==> config.mk <==
export PLATFORM = sky130hd
export DESIGN_NAME = wb_stage_flat
export DESIGN_NICKNAME = d
export VERILOG_FILES = /design/src/rtl/wb_stage_if.sv /design/src/rtl/wb_stage.sv /design/src/flat_wrapper.sv
export SDC_FILE = /design/constraint.sdc
export NUM_CORES = 1
export LEC_CHECK = 0
export CAP_MARGIN = 20
export CORE_MARGIN = 5
export CORE_UTILIZATION = 39
export CTS_BUF_LIST = sky130_fd_sc_hd__clkbuf_8 sky130_fd_sc_hd__clkbuf_16
export CTS_CLUSTER_DIAMETER = 60
export CTS_CLUSTER_SIZE = 28
export DETAILED_ROUTE_END_ITERATION = 16
export PLACE_DENSITY = 0.77
export SETUP_SLACK_MARGIN = 0.2
export SLEW_MARGIN = 20
export SYNTH_ARGS = -nofsm -noshare
export SYNTH_HDL_FRONTEND = slang
export SYNTH_SLANG_ARGS = --single-unit
==> constraint.sdc <==
create_clock -name clk -period 2.1 [get_ports clk]
set_input_delay 0.315 -clock clk [delete_from_list [all_inputs] [get_ports clk]]
set_output_delay 0.315 -clock clk [all_outputs]
set_load 0.02 [all_outputs]
==> src/rtl/wb_stage_if.sv <==
// LSU opcode type and the memory-stage / register-file bundle seen by wb_stage.
// The slave modport is the write-back stage's view; master is the surrounding pipeline.
package wb_stage_pkg;
    typedef enum logic {
        LSU_OP_LD = 1'b0,
        LSU_OP_ST = 1'b1
    } lsu_op_e;
endpackage

interface wb_stage_if #(
    parameter int TAG_WIDTH = 4,
    parameter int INSTRET_W = 64
);
    import wb_stage_pkg::*;

    logic                 rd_wr_en_wb;
    logic [TAG_WIDTH-1:0] rd_wr_tag_wb;
    logic [4:0]           rd_wr_addr_wb;
    logic [31:0]          rd_wr_data_wb;
    logic                 lsu_en_wb;
    lsu_op_e              lsu_op_wb;
    logic [31:0]          lsu_rdata_wb;
    logic                 lsu_valid_wb;
    logic                 lsu_err_wb;
    logic                 exc_taken_wb;
    logic [31:0]          pc_wb;
    logic                 ready_wb;

    logic                 rf_we;
    logic [4:0]           rf_waddr;
    logic [31:0]          rf_wdata;
    logic [TAG_WIDTH-1:0] rf_wtag;
    logic                 forward_wb_en;
    logic [TAG_WIDTH-1:0] forward_wb_tag;
    logic [4:0]           forward_wb_addr;
    logic [31:0]          forward_wb_wdata;
    logic                 clr_dirty_wb_en;
    logic [4:0]           clr_dirty_wb_addr;
    logic                 lsu_exc_valid;
    logic [31:0]          lsu_exc_pc;
    logic                 lsu_exc_store;
    logic                 retire_valid;
    logic [INSTRET_W-1:0] instret;

    modport slave (
        input  rd_wr_en_wb, rd_wr_tag_wb, rd_wr_addr_wb, rd_wr_data_wb,
               lsu_en_wb, lsu_op_wb, lsu_rdata_wb, lsu_valid_wb, lsu_err_wb,
               exc_taken_wb, pc_wb,
        output ready_wb, rf_we, rf_waddr, rf_wdata, rf_wtag,
               forward_wb_en, forward_wb_tag, forward_wb_addr, forward_wb_wdata,
               clr_dirty_wb_en, clr_dirty_wb_addr,
               lsu_exc_valid, lsu_exc_pc, lsu_exc_store, retire_valid, instret
    );

    modport master (
        output rd_wr_en_wb, rd_wr_tag_wb, rd_wr_addr_wb, rd_wr_data_wb,
               lsu_en_wb, lsu_op_wb, lsu_rdata_wb, lsu_valid_wb, lsu_err_wb,
               exc_taken_wb, pc_wb,
        input  ready_wb, rf_we, rf_waddr, rf_wdata, rf_wtag,
               forward_wb_en, forward_wb_tag, forward_wb_addr, forward_wb_wdata,
               clr_dirty_wb_en, clr_dirty_wb_addr,
               lsu_exc_valid, lsu_exc_pc, lsu_exc_store, retire_valid, instret
    );
endinterface

==> src/rtl/wb_stage.sv <==
// Write-back stage: commits ALU/load results to the register file, holds the
// instruction context while a load/store response is pending, and counts retires.
module wb_stage
    import wb_stage_pkg::*;
#(
    parameter int TAG_WIDTH = 4,
    parameter int INSTRET_W = 64
) (
    input  logic        clk,
    input  logic        reset_n,
    wb_stage_if.slave   wb
);

    typedef enum logic {
        IDLE = 1'b0,
        WAIT = 1'b1
    } state_e;

    typedef struct packed {
        logic                 rd_wr_en;
        logic [TAG_WIDTH-1:0] tag;
        logic [4:0]           addr;
        lsu_op_e              op;
        logic [31:0]          pc;
    } ctx_t;

    state_e               state_q, state_d;
    ctx_t                 ctx_q, ctx_d;
    ctx_t                 cur;
    logic                 exc_valid_q, exc_valid_d;
    logic [31:0]          exc_pc_q, exc_pc_d;
    logic                 exc_store_q, exc_store_d;
    logic [INSTRET_W-1:0] instret_q;

    logic                 occ;
    logic                 complete;
    logic                 ready;
    logic                 rf_we;
    logic [4:0]           rf_waddr;
    logic [31:0]          rf_wdata;
    logic [TAG_WIDTH-1:0] rf_wtag;
    logic                 clr_en;
    logic [4:0]           clr_addr;
    logic                 retire;

    assign occ = wb.rd_wr_en_wb | wb.lsu_en_wb | wb.exc_taken_wb;

    // Pick which context drives this cycle's completion: live inputs in IDLE,
    // captured regs in WAIT (upstream may have flushed its registers by then).
    always_comb begin
        state_d  = state_q;
        ctx_d    = ctx_q;
        ready    = 1'b1;
        complete = 1'b0;
        cur      = ctx_q;
        case (state_q)
            IDLE: begin
                if (occ && !wb.exc_taken_wb && wb.lsu_en_wb) begin
                    cur.rd_wr_en = wb.rd_wr_en_wb;
                    cur.tag      = wb.rd_wr_tag_wb;
                    cur.addr     = wb.rd_wr_addr_wb;
                    cur.op       = wb.lsu_op_wb;
                    cur.pc       = wb.pc_wb;
                    if (wb.lsu_valid_wb) begin
                        complete = 1'b1;
                    end else begin
                        ready   = 1'b0;
                        ctx_d   = cur;
                        state_d = WAIT;
                    end
                end
            end
            WAIT: begin
                ready = wb.lsu_valid_wb;
                if (wb.lsu_valid_wb) begin
                    complete = 1'b1;
                    state_d  = IDLE;
                end
            end
            default: state_d = IDLE;
        endcase
    end

    always_comb begin
        rf_we       = 1'b0;
        rf_waddr    = '0;
        rf_wdata    = '0;
        rf_wtag     = '0;
        clr_en      = 1'b0;
        clr_addr    = '0;
        retire      = 1'b0;
        exc_valid_d = 1'b0;
        exc_pc_d    = exc_pc_q;
        exc_store_d = exc_store_q;
        if (state_q == IDLE && occ && !wb.exc_taken_wb && !wb.lsu_en_wb) begin
            retire = 1'b1;
            if (wb.rd_wr_en_wb) begin
                rf_we    = 1'b1;
                rf_waddr = wb.rd_wr_addr_wb;
                rf_wdata = wb.rd_wr_data_wb;
                rf_wtag  = wb.rd_wr_tag_wb;
            end
        end else if (complete) begin
            if (wb.lsu_err_wb) begin
                exc_valid_d = 1'b1;
                exc_pc_d    = cur.pc;
                exc_store_d = (cur.op == LSU_OP_ST);
                // A failed load never writes rd, so its dirty bit must be released here.
                if (cur.op == LSU_OP_LD && cur.rd_wr_en) begin
                    clr_en   = 1'b1;
                    clr_addr = cur.addr;
                end
            end else begin
                retire = 1'b1;
                if (cur.op == LSU_OP_LD && cur.rd_wr_en) begin
                    rf_we    = 1'b1;
                    rf_waddr = cur.addr;
                    rf_wdata = wb.lsu_rdata_wb;
                    rf_wtag  = cur.tag;
                end
            end
        end
    end

    always_ff @(posedge clk or negedge reset_n) begin
        if (!reset_n) begin
            state_q <= IDLE;
        end else begin
            state_q <= state_d;
        end
    end

    always_ff @(posedge clk or negedge reset_n) begin
        if (!reset_n) begin
            ctx_q       <= '0;
            exc_valid_q <= 1'b0;
            exc_pc_q    <= '0;
            exc_store_q <= 1'b0;
            instret_q   <= '0;
        end else begin
            ctx_q       <= ctx_d;
            exc_valid_q <= exc_valid_d;
            exc_pc_q    <= exc_pc_d;
            exc_store_q <= exc_store_d;
            if (retire) instret_q <= instret_q + 1'b1;
        end
    end

    assign wb.ready_wb          = ready;
    assign wb.rf_we             = rf_we;
    assign wb.rf_waddr          = rf_waddr;
    assign wb.rf_wdata          = rf_wdata;
    assign wb.rf_wtag           = rf_wtag;
    // x0 writes still reach the RF (it drops them) but must never be forwarded.
    assign wb.forward_wb_en     = rf_we && (rf_waddr != 5'd0);
    assign wb.forward_wb_tag    = rf_wtag;
    assign wb.forward_wb_addr   = rf_waddr;
    assign wb.forward_wb_wdata  = rf_wdata;
    assign wb.clr_dirty_wb_en   = clr_en;
    assign wb.clr_dirty_wb_addr = clr_addr;
    assign wb.lsu_exc_valid     = exc_valid_q;
    assign wb.lsu_exc_pc        = exc_pc_q;
    assign wb.lsu_exc_store     = exc_store_q;
    assign wb.retire_valid      = retire;
    assign wb.instret           = instret_q;

endmodule

==> src/flat_wrapper.sv <==
// flat-port wrapper written by rule: the top's interface ports become plain ports
module wb_stage_flat import wb_stage_pkg::*;
#(
    parameter int TAG_WIDTH = 4,
    parameter int INSTRET_W = 64
)
  (clk, reset_n, wb_rd_wr_en_wb, wb_rd_wr_tag_wb, wb_rd_wr_addr_wb, wb_rd_wr_data_wb, wb_lsu_en_wb, wb_lsu_op_wb, wb_lsu_rdata_wb, wb_lsu_valid_wb, wb_lsu_err_wb, wb_exc_taken_wb, wb_pc_wb, wb_ready_wb, wb_rf_we, wb_rf_waddr, wb_rf_wdata, wb_rf_wtag, wb_forward_wb_en, wb_forward_wb_tag, wb_forward_wb_addr, wb_forward_wb_wdata, wb_clr_dirty_wb_en, wb_clr_dirty_wb_addr, wb_lsu_exc_valid, wb_lsu_exc_pc, wb_lsu_exc_store, wb_retire_valid, wb_instret);
  wb_stage_if #(.TAG_WIDTH(TAG_WIDTH), .INSTRET_W(INSTRET_W)) wb_i ();
  input  logic clk;
  input  logic reset_n;
  input wire logic [$bits(wb_i.rd_wr_en_wb)-1:0] wb_rd_wr_en_wb;
  input wire logic [$bits(wb_i.rd_wr_tag_wb)-1:0] wb_rd_wr_tag_wb;
  input wire logic [$bits(wb_i.rd_wr_addr_wb)-1:0] wb_rd_wr_addr_wb;
  input wire logic [$bits(wb_i.rd_wr_data_wb)-1:0] wb_rd_wr_data_wb;
  input wire logic [$bits(wb_i.lsu_en_wb)-1:0] wb_lsu_en_wb;
  input wire logic [$bits(wb_i.lsu_op_wb)-1:0] wb_lsu_op_wb;
  input wire logic [$bits(wb_i.lsu_rdata_wb)-1:0] wb_lsu_rdata_wb;
  input wire logic [$bits(wb_i.lsu_valid_wb)-1:0] wb_lsu_valid_wb;
  input wire logic [$bits(wb_i.lsu_err_wb)-1:0] wb_lsu_err_wb;
  input wire logic [$bits(wb_i.exc_taken_wb)-1:0] wb_exc_taken_wb;
  input wire logic [$bits(wb_i.pc_wb)-1:0] wb_pc_wb;
  output wire logic [$bits(wb_i.ready_wb)-1:0] wb_ready_wb;
  output wire logic [$bits(wb_i.rf_we)-1:0] wb_rf_we;
  output wire logic [$bits(wb_i.rf_waddr)-1:0] wb_rf_waddr;
  output wire logic [$bits(wb_i.rf_wdata)-1:0] wb_rf_wdata;
  output wire logic [$bits(wb_i.rf_wtag)-1:0] wb_rf_wtag;
  output wire logic [$bits(wb_i.forward_wb_en)-1:0] wb_forward_wb_en;
  output wire logic [$bits(wb_i.forward_wb_tag)-1:0] wb_forward_wb_tag;
  output wire logic [$bits(wb_i.forward_wb_addr)-1:0] wb_forward_wb_addr;
  output wire logic [$bits(wb_i.forward_wb_wdata)-1:0] wb_forward_wb_wdata;
  output wire logic [$bits(wb_i.clr_dirty_wb_en)-1:0] wb_clr_dirty_wb_en;
  output wire logic [$bits(wb_i.clr_dirty_wb_addr)-1:0] wb_clr_dirty_wb_addr;
  output wire logic [$bits(wb_i.lsu_exc_valid)-1:0] wb_lsu_exc_valid;
  output wire logic [$bits(wb_i.lsu_exc_pc)-1:0] wb_lsu_exc_pc;
  output wire logic [$bits(wb_i.lsu_exc_store)-1:0] wb_lsu_exc_store;
  output wire logic [$bits(wb_i.retire_valid)-1:0] wb_retire_valid;
  output wire logic [$bits(wb_i.instret)-1:0] wb_instret;
  assign wb_i.rd_wr_en_wb = wb_rd_wr_en_wb;
  assign wb_i.rd_wr_tag_wb = wb_rd_wr_tag_wb;
  assign wb_i.rd_wr_addr_wb = wb_rd_wr_addr_wb;
  assign wb_i.rd_wr_data_wb = wb_rd_wr_data_wb;
  assign wb_i.lsu_en_wb = wb_lsu_en_wb;
  assign wb_i.lsu_op_wb = wb_lsu_op_wb;
  assign wb_i.lsu_rdata_wb = wb_lsu_rdata_wb;
  assign wb_i.lsu_valid_wb = wb_lsu_valid_wb;
  assign wb_i.lsu_err_wb = wb_lsu_err_wb;
  assign wb_i.exc_taken_wb = wb_exc_taken_wb;
  assign wb_i.pc_wb = wb_pc_wb;
  assign wb_ready_wb = wb_i.ready_wb;
  assign wb_rf_we = wb_i.rf_we;
  assign wb_rf_waddr = wb_i.rf_waddr;
  assign wb_rf_wdata = wb_i.rf_wdata;
  assign wb_rf_wtag = wb_i.rf_wtag;
  assign wb_forward_wb_en = wb_i.forward_wb_en;
  assign wb_forward_wb_tag = wb_i.forward_wb_tag;
  assign wb_forward_wb_addr = wb_i.forward_wb_addr;
  assign wb_forward_wb_wdata = wb_i.forward_wb_wdata;
  assign wb_clr_dirty_wb_en = wb_i.clr_dirty_wb_en;
  assign wb_clr_dirty_wb_addr = wb_i.clr_dirty_wb_addr;
  assign wb_lsu_exc_valid = wb_i.lsu_exc_valid;
  assign wb_lsu_exc_pc = wb_i.lsu_exc_pc;
  assign wb_lsu_exc_store = wb_i.lsu_exc_store;
  assign wb_retire_valid = wb_i.retire_valid;
  assign wb_instret = wb_i.instret;
  wb_stage #(.TAG_WIDTH(TAG_WIDTH), .INSTRET_W(INSTRET_W)) u_core (.clk(clk), .reset_n(reset_n), .wb(wb_i));
endmodule
-- Word-level counts from Yosys, hierarchy flattened
Index checks and enable logic that the tools add are counted.
- output and inout bits: 190
- input bits: 113
- word-level logic and storage cells: 71
- flip-flop bits (word level): 142
- reduce and logical (&&, ||, !) cells: 12
- multiplexer cells: 42
- add/sub/neg operators: 1
- bitwise operators: 6
- operators by type and width (cell ; count):
    32-bit 2-to-1 mux ; 5
    43-bit 2-to-1 mux ; 2
    64-bit by 1-bit adder with 64-bit output (second input constant) ; 1
    5-bit 2-to-1 mux ; 8
    4-bit 2-to-1 mux ; 5
    1-bit 2-to-1 mux ; 19
    1-bit logical AND ; 7
    1-bit case mux with 2 select lines ; 3
    3-bit AND reduction ; 2
    5-bit nonzero test ; 1
    1-bit inverter ; 4
    1-bit zero test ; 2
    1-bit OR ; 2

-- Depth between registers and ports, before layout
- word-level depth: 14
- depth in mapped cells: 9
- mapped depth without buffers: 6

-- Least setup slack after synthesis
No wires, ideal clock.
- kind: register -> output
- start point: register u_core.state_q
- end point: output wb_rf_wdata[10]
- data required time: 1785 ps
- path slack: -245 ps
- path buffers: 4
- stages on the path, launching flop included: 9
- arrival: 2030 ps
- path through: dfrtp_1 -> buf_2 -> or3b_1 -> clkbuf_1 -> nor2_1 -> o21a_1 -> clkbuf_1 -> a22o_1 -> buf_4
- longest elaborated chain between the ends: 7
- elaborated cells between the ends (all ways): 12
- those cells by class: mux: 6; bitwise: 2; reduce/logical: 4
- RTL lines (item ; line ; text):
    from (decl) ; wb_stage.sv:27 ; state_e state_q, state_d;
    from (signal assigned) ; wb_stage.sv:129 ; state_q <= state_d;
    43-bit 2-to-1 mux ; wb_stage.sv:56 ; case (state_q)
    1-bit inverter ; wb_stage.sv:115 ; if (cur.op == LSU_OP_LD && cur.rd_wr_en) begin
    1-bit logical AND ; wb_stage.sv:115 ;
    32-bit 2-to-1 mux ; wb_stage.sv:115 ;
    32-bit 2-to-1 mux ; wb_stage.sv:104 ; if (wb.lsu_err_wb) begin
    32-bit 2-to-1 mux ; wb_stage.sv:103 ; end else if (complete) begin
    32-bit 2-to-1 mux * ; wb_stage.sv:95 ; if (state_q == IDLE && occ && !wb.exc_taken_wb && !wb.lsu_en_wb) begin
    to (decl) ; flat_wrapper.sv:25 ; output wire logic [$bits(wb_i.rf_wdata)-1:0] wb_rf_wdata;
Mark *: on every way between the ends. The rest lies on a longest branch, timed or not.

-- Worst setup path in the final report
- start point: register u_core.state_q
- end point: output wb_rf_wdata[19]
Same word-level chain as after synthesis.

==> flow_summary_export.csv <==
group,metric,value,unit
logic_synthesis,yosysMostFrequentCell,"dfrtp_1",
route,avgRoutedWirePerCell,21.6,microns
sta,slew_violations,0,
sta,rsz0062_at_grt,"yes",
grt,grt_overflow,0,
route,drc,0,
sta,hold_viol_final,0,
pwr,p_leak,6.36,nW
sta,tightest_slew,0.664,ns
grt,grt_start_max_net_pins,66,
cells_and_area,n_fill_cell,1127,
floorplan,row_count,49,
clocking,cts_made_buffers,17,
grt,grt_pass1_wl,40200,microns
sta,setup_violations,189,
route,ant_nets,0,
logic_synthesis,syn-num-nets,782,
logic_synthesis,seq_area_frac_synth,0.494,
placed_design,place_congestion,0.800,
floorplan,core,18100,sq um
worst_hold_path,hp-class,"input pin to async pin",
critical_path,critPathLaunch,"u_core.state_q",
route,drt_iter0_markers,373,
clocking,htree_levels,4,
pwr,ir_drop,0.000485,V
cells_and_area,multiInputGateArea,4280,sq um
logic_synthesis,synth_enable_flop_cells,0,
floorplan,ios,303,
run,cap_viol_max_count,0,
outcome,violations,"negative setup slack",
clocking,clkSlewWorstSetupHoldPaths,0.06,ns
critical_path,timing.rr.start,"u_core.state_q",
floorplan,initial_utilization,0.398,
logic_synthesis,synth.distinct_cells,46,
route,wl_met2,15000,microns
outcome,status,"complete, but fails checks",
floorplan,die_y,146,microns
logic_synthesis,synth_cells,668,
critical_path,cp.required,1.78,ns
route,met1_length,10300,microns
critical_path,critPathMaxFanout,7,
route,vias_per_cell,5.31,
sta,period_share,1.23,
route,vias,6832,
route,wl_met3,1640,microns
floorplan,die_w,146,microns
clocking,clkLatencyLatePin,0.42,ns
cells_and_area,drive_gt1_frac,0.405,
logic_synthesis,ys_warn_count,0,
sta,layout_min_cycle_time,2.59,ns
logic_synthesis,yosys.area.top_type_share,0.494,
route,drt-total-wl,27800,microns
critical_path,startpoint_type,"register",
logic_synthesis,synth_top_cells_by_area,"dfrtp_1, a22o_1, mux2_2, mux2i_1, buf_4",
cells_and_area,area_delta_synth_final,87.0,%
cells_and_area,seqCellArea,3570,sq um
logic_synthesis,yosys_register_bits,142,
route,top_layer_used,"met4",
logic_synthesis,ys_async_sr_fraction,1.00,
critical_path,cp-end-kind,"primary output",
placed_design,hpwl,18200,microns
critical_path,cp.arrival,2.27,ns
clocking,cts.sinks,142,
logic_synthesis,synthTopCellsByCount,"dfrtp_1, nand2_1, a22o_1",
logic_synthesis,synth_top_flop_cell,"dfrtp_1",
sta,skew,0.0112,ns
sta,slew_headroom,0.554,
pwr,power_density,663,nW/um^2
critical_path,path_class,"register to primary output",
clocking,clockBufferDepth,2,
logic_synthesis,netlist_area,7200,sq um
sta,fmax,0.386,GHz
grt,antenna_found_initial,1,
logic_synthesis,avgSynthCellArea,10.8,sq um
route,firstDrtPassIters,6,
clocking,tritoncts,"yes",
cells_and_area,final_util,0.744,
placed_design,port_buffers,302,
floorplan,die-area,21300,sq um
cells_and_area,final_nets,1157,
sta,whs,0.410,ns
grt,grt_pass1_vias,7051,
logic_synthesis,synth_area_leader_cell,"dfrtp_1",
grt,grt_usage,0.239,
sta,worst_slack,-0.489,ns
clocking,root_buffer,"clkbuf_16",
==> cell usage in the layout, fill, tap and decap left out, types with 4 or more instances in the layout <==
master | Yosys | final
nand3_2 | 0 | 7
buf_8 | 0 | 5
clkbuf_16 | 0 | 21
dlymetal6s2s_1 | 0 | 4
dfrtp_1 | 142 | 132
buf_6 | 2 | 126
clkinv_2 | 0 | 4
nor3_4 | 0 | 7
mux2_4 | 0 | 24
a22o_4 | 0 | 42
o21ai_0 | 33 | 29
xor2_1 | 30 | 29
nand2_1 | 69 | 64
buf_12 | 0 | 21
and4_1 | 8 | 8
inv_1 | 5 | 8
nor2_4 | 0 | 22
nand2_2 | 0 | 5
clkdlybuf4s50_1 | 0 | 202
nor2_1 | 37 | 14
and3_1 | 12 | 8
mux2_2 | 29 | 18
dfrtp_2 | 0 | 10
mux2i_1 | 32 | 32
nand4_1 | 27 | 27
nand3_1 | 27 | 17
buf_16 | 0 | 6
nor4_4 | 1 | 9
a21oi_4 | 0 | 5
xnor2_1 | 33 | 30
buf_4 | 41 | 53
and2_1 | 6 | 5
and3_4 | 0 | 4
==> layer usage <==
layer  GRT usage  vias up
met4       0.105        0
met1       0.266     3421
met5           0        -
met2       0.435      262
li1            -     3098
met3      0.0542       51
==> what timing repair did <==
item                       4_1_cts  5_1_grt
buffers inserted                21       18
cloned                           7        4
hold buffers                     1        0
hold endpoints to repair        44        0
pin swaps                       54       47
setup endpoints to repair      200      236
gates resized for setup        563      141
==> logic make-up after synthesis <==
logic type               Yosys count  synth area share
buffers and inverters             77            0.0659
adder cells (fa/ha/maj)            1           0.00174
AO/OA/AOI/OAI                     88            0.0857
AND/OR/NAND/NOR                  222             0.164
XOR/XNOR                          63            0.0767
flip-flops                       142             0.494
multiplexers                      75             0.112
==> through the flow <==
step | cell area (sq um) | cells | power (mW) | setup slack (ns) | setup TNS (ns)
after global routing | 13500 | 1286 | 9.31 | -0.554 | -57.07
after floorplan | 7890 | 668 | 4.49 | 0.0459 | 0
after global placement | 11300 | 1202 | 5.59 | -0.879 | -125.01
after CTS | 12700 | 1263 | 8.72 | -0.434 | -37.84
final | 13500 | 1286 | 8.93 | -0.489 | -45.54
after detailed placement | 11300 | 1202 | 5.65 | -0.901 | -131.49
==> cell type report <==
type                       count  area share
sequential                   142       0.265
clock buffer                  20      0.0347
multi-input combinational    449       0.318
clock inverter                12     0.00790
tap                          229      0.0213
timing repair buffer         427       0.351
antenna                        1    0.000186
inverter                       6     0.00260
==> flip-flops by register name (all words and copies together) (netlist names) <==
name	flops
u_core.wb.lsu_exc_pc	32
u_core.wb.instret	64
u_core.wb.lsu_exc_store	1
u_core.ctx_q	43
u_core.wb.lsu_exc_valid	1
u_core.state_q	1
==> path summary, 6_finish.rpt <==
path,endpoint,slack (ns),cells after the start
worst min-delay path,u_core.ctx_q[33],0.41,2
worst max register to register,u_core.wb.instret[33],-0.33,10
max in group asynchronous,u_core.wb.instret[35],1.10,3
min in group clk,u_core.ctx_q[42],0.41,2
worst max-delay path,wb_rf_wdata[19],-0.49,8
worst min register to register,u_core.wb.instret[63],0.47,1
==> critical path, cell delays in order (launching register included) <==
cell and delay, ns:
dfrtp_1 0.42, or3b_4 0.42, nor2_4 0.20, o21a_4 0.24
buf_12 0.13, buf_16 0.12, a22o_4 0.13, buf_6 0.09
buf_6 0.11
==> report_power, final <==
part	switching (mW)	leakage, nW	total [mW]	internal (mW)
clock network	1.13	0.302	2.94	1.81
logic	1.17	4.25	2.54	1.37
registers	0.292	1.81	3.45	3.16
total	2.59	6.36	8.93	6.34
(Power assumes the default switching activity.)
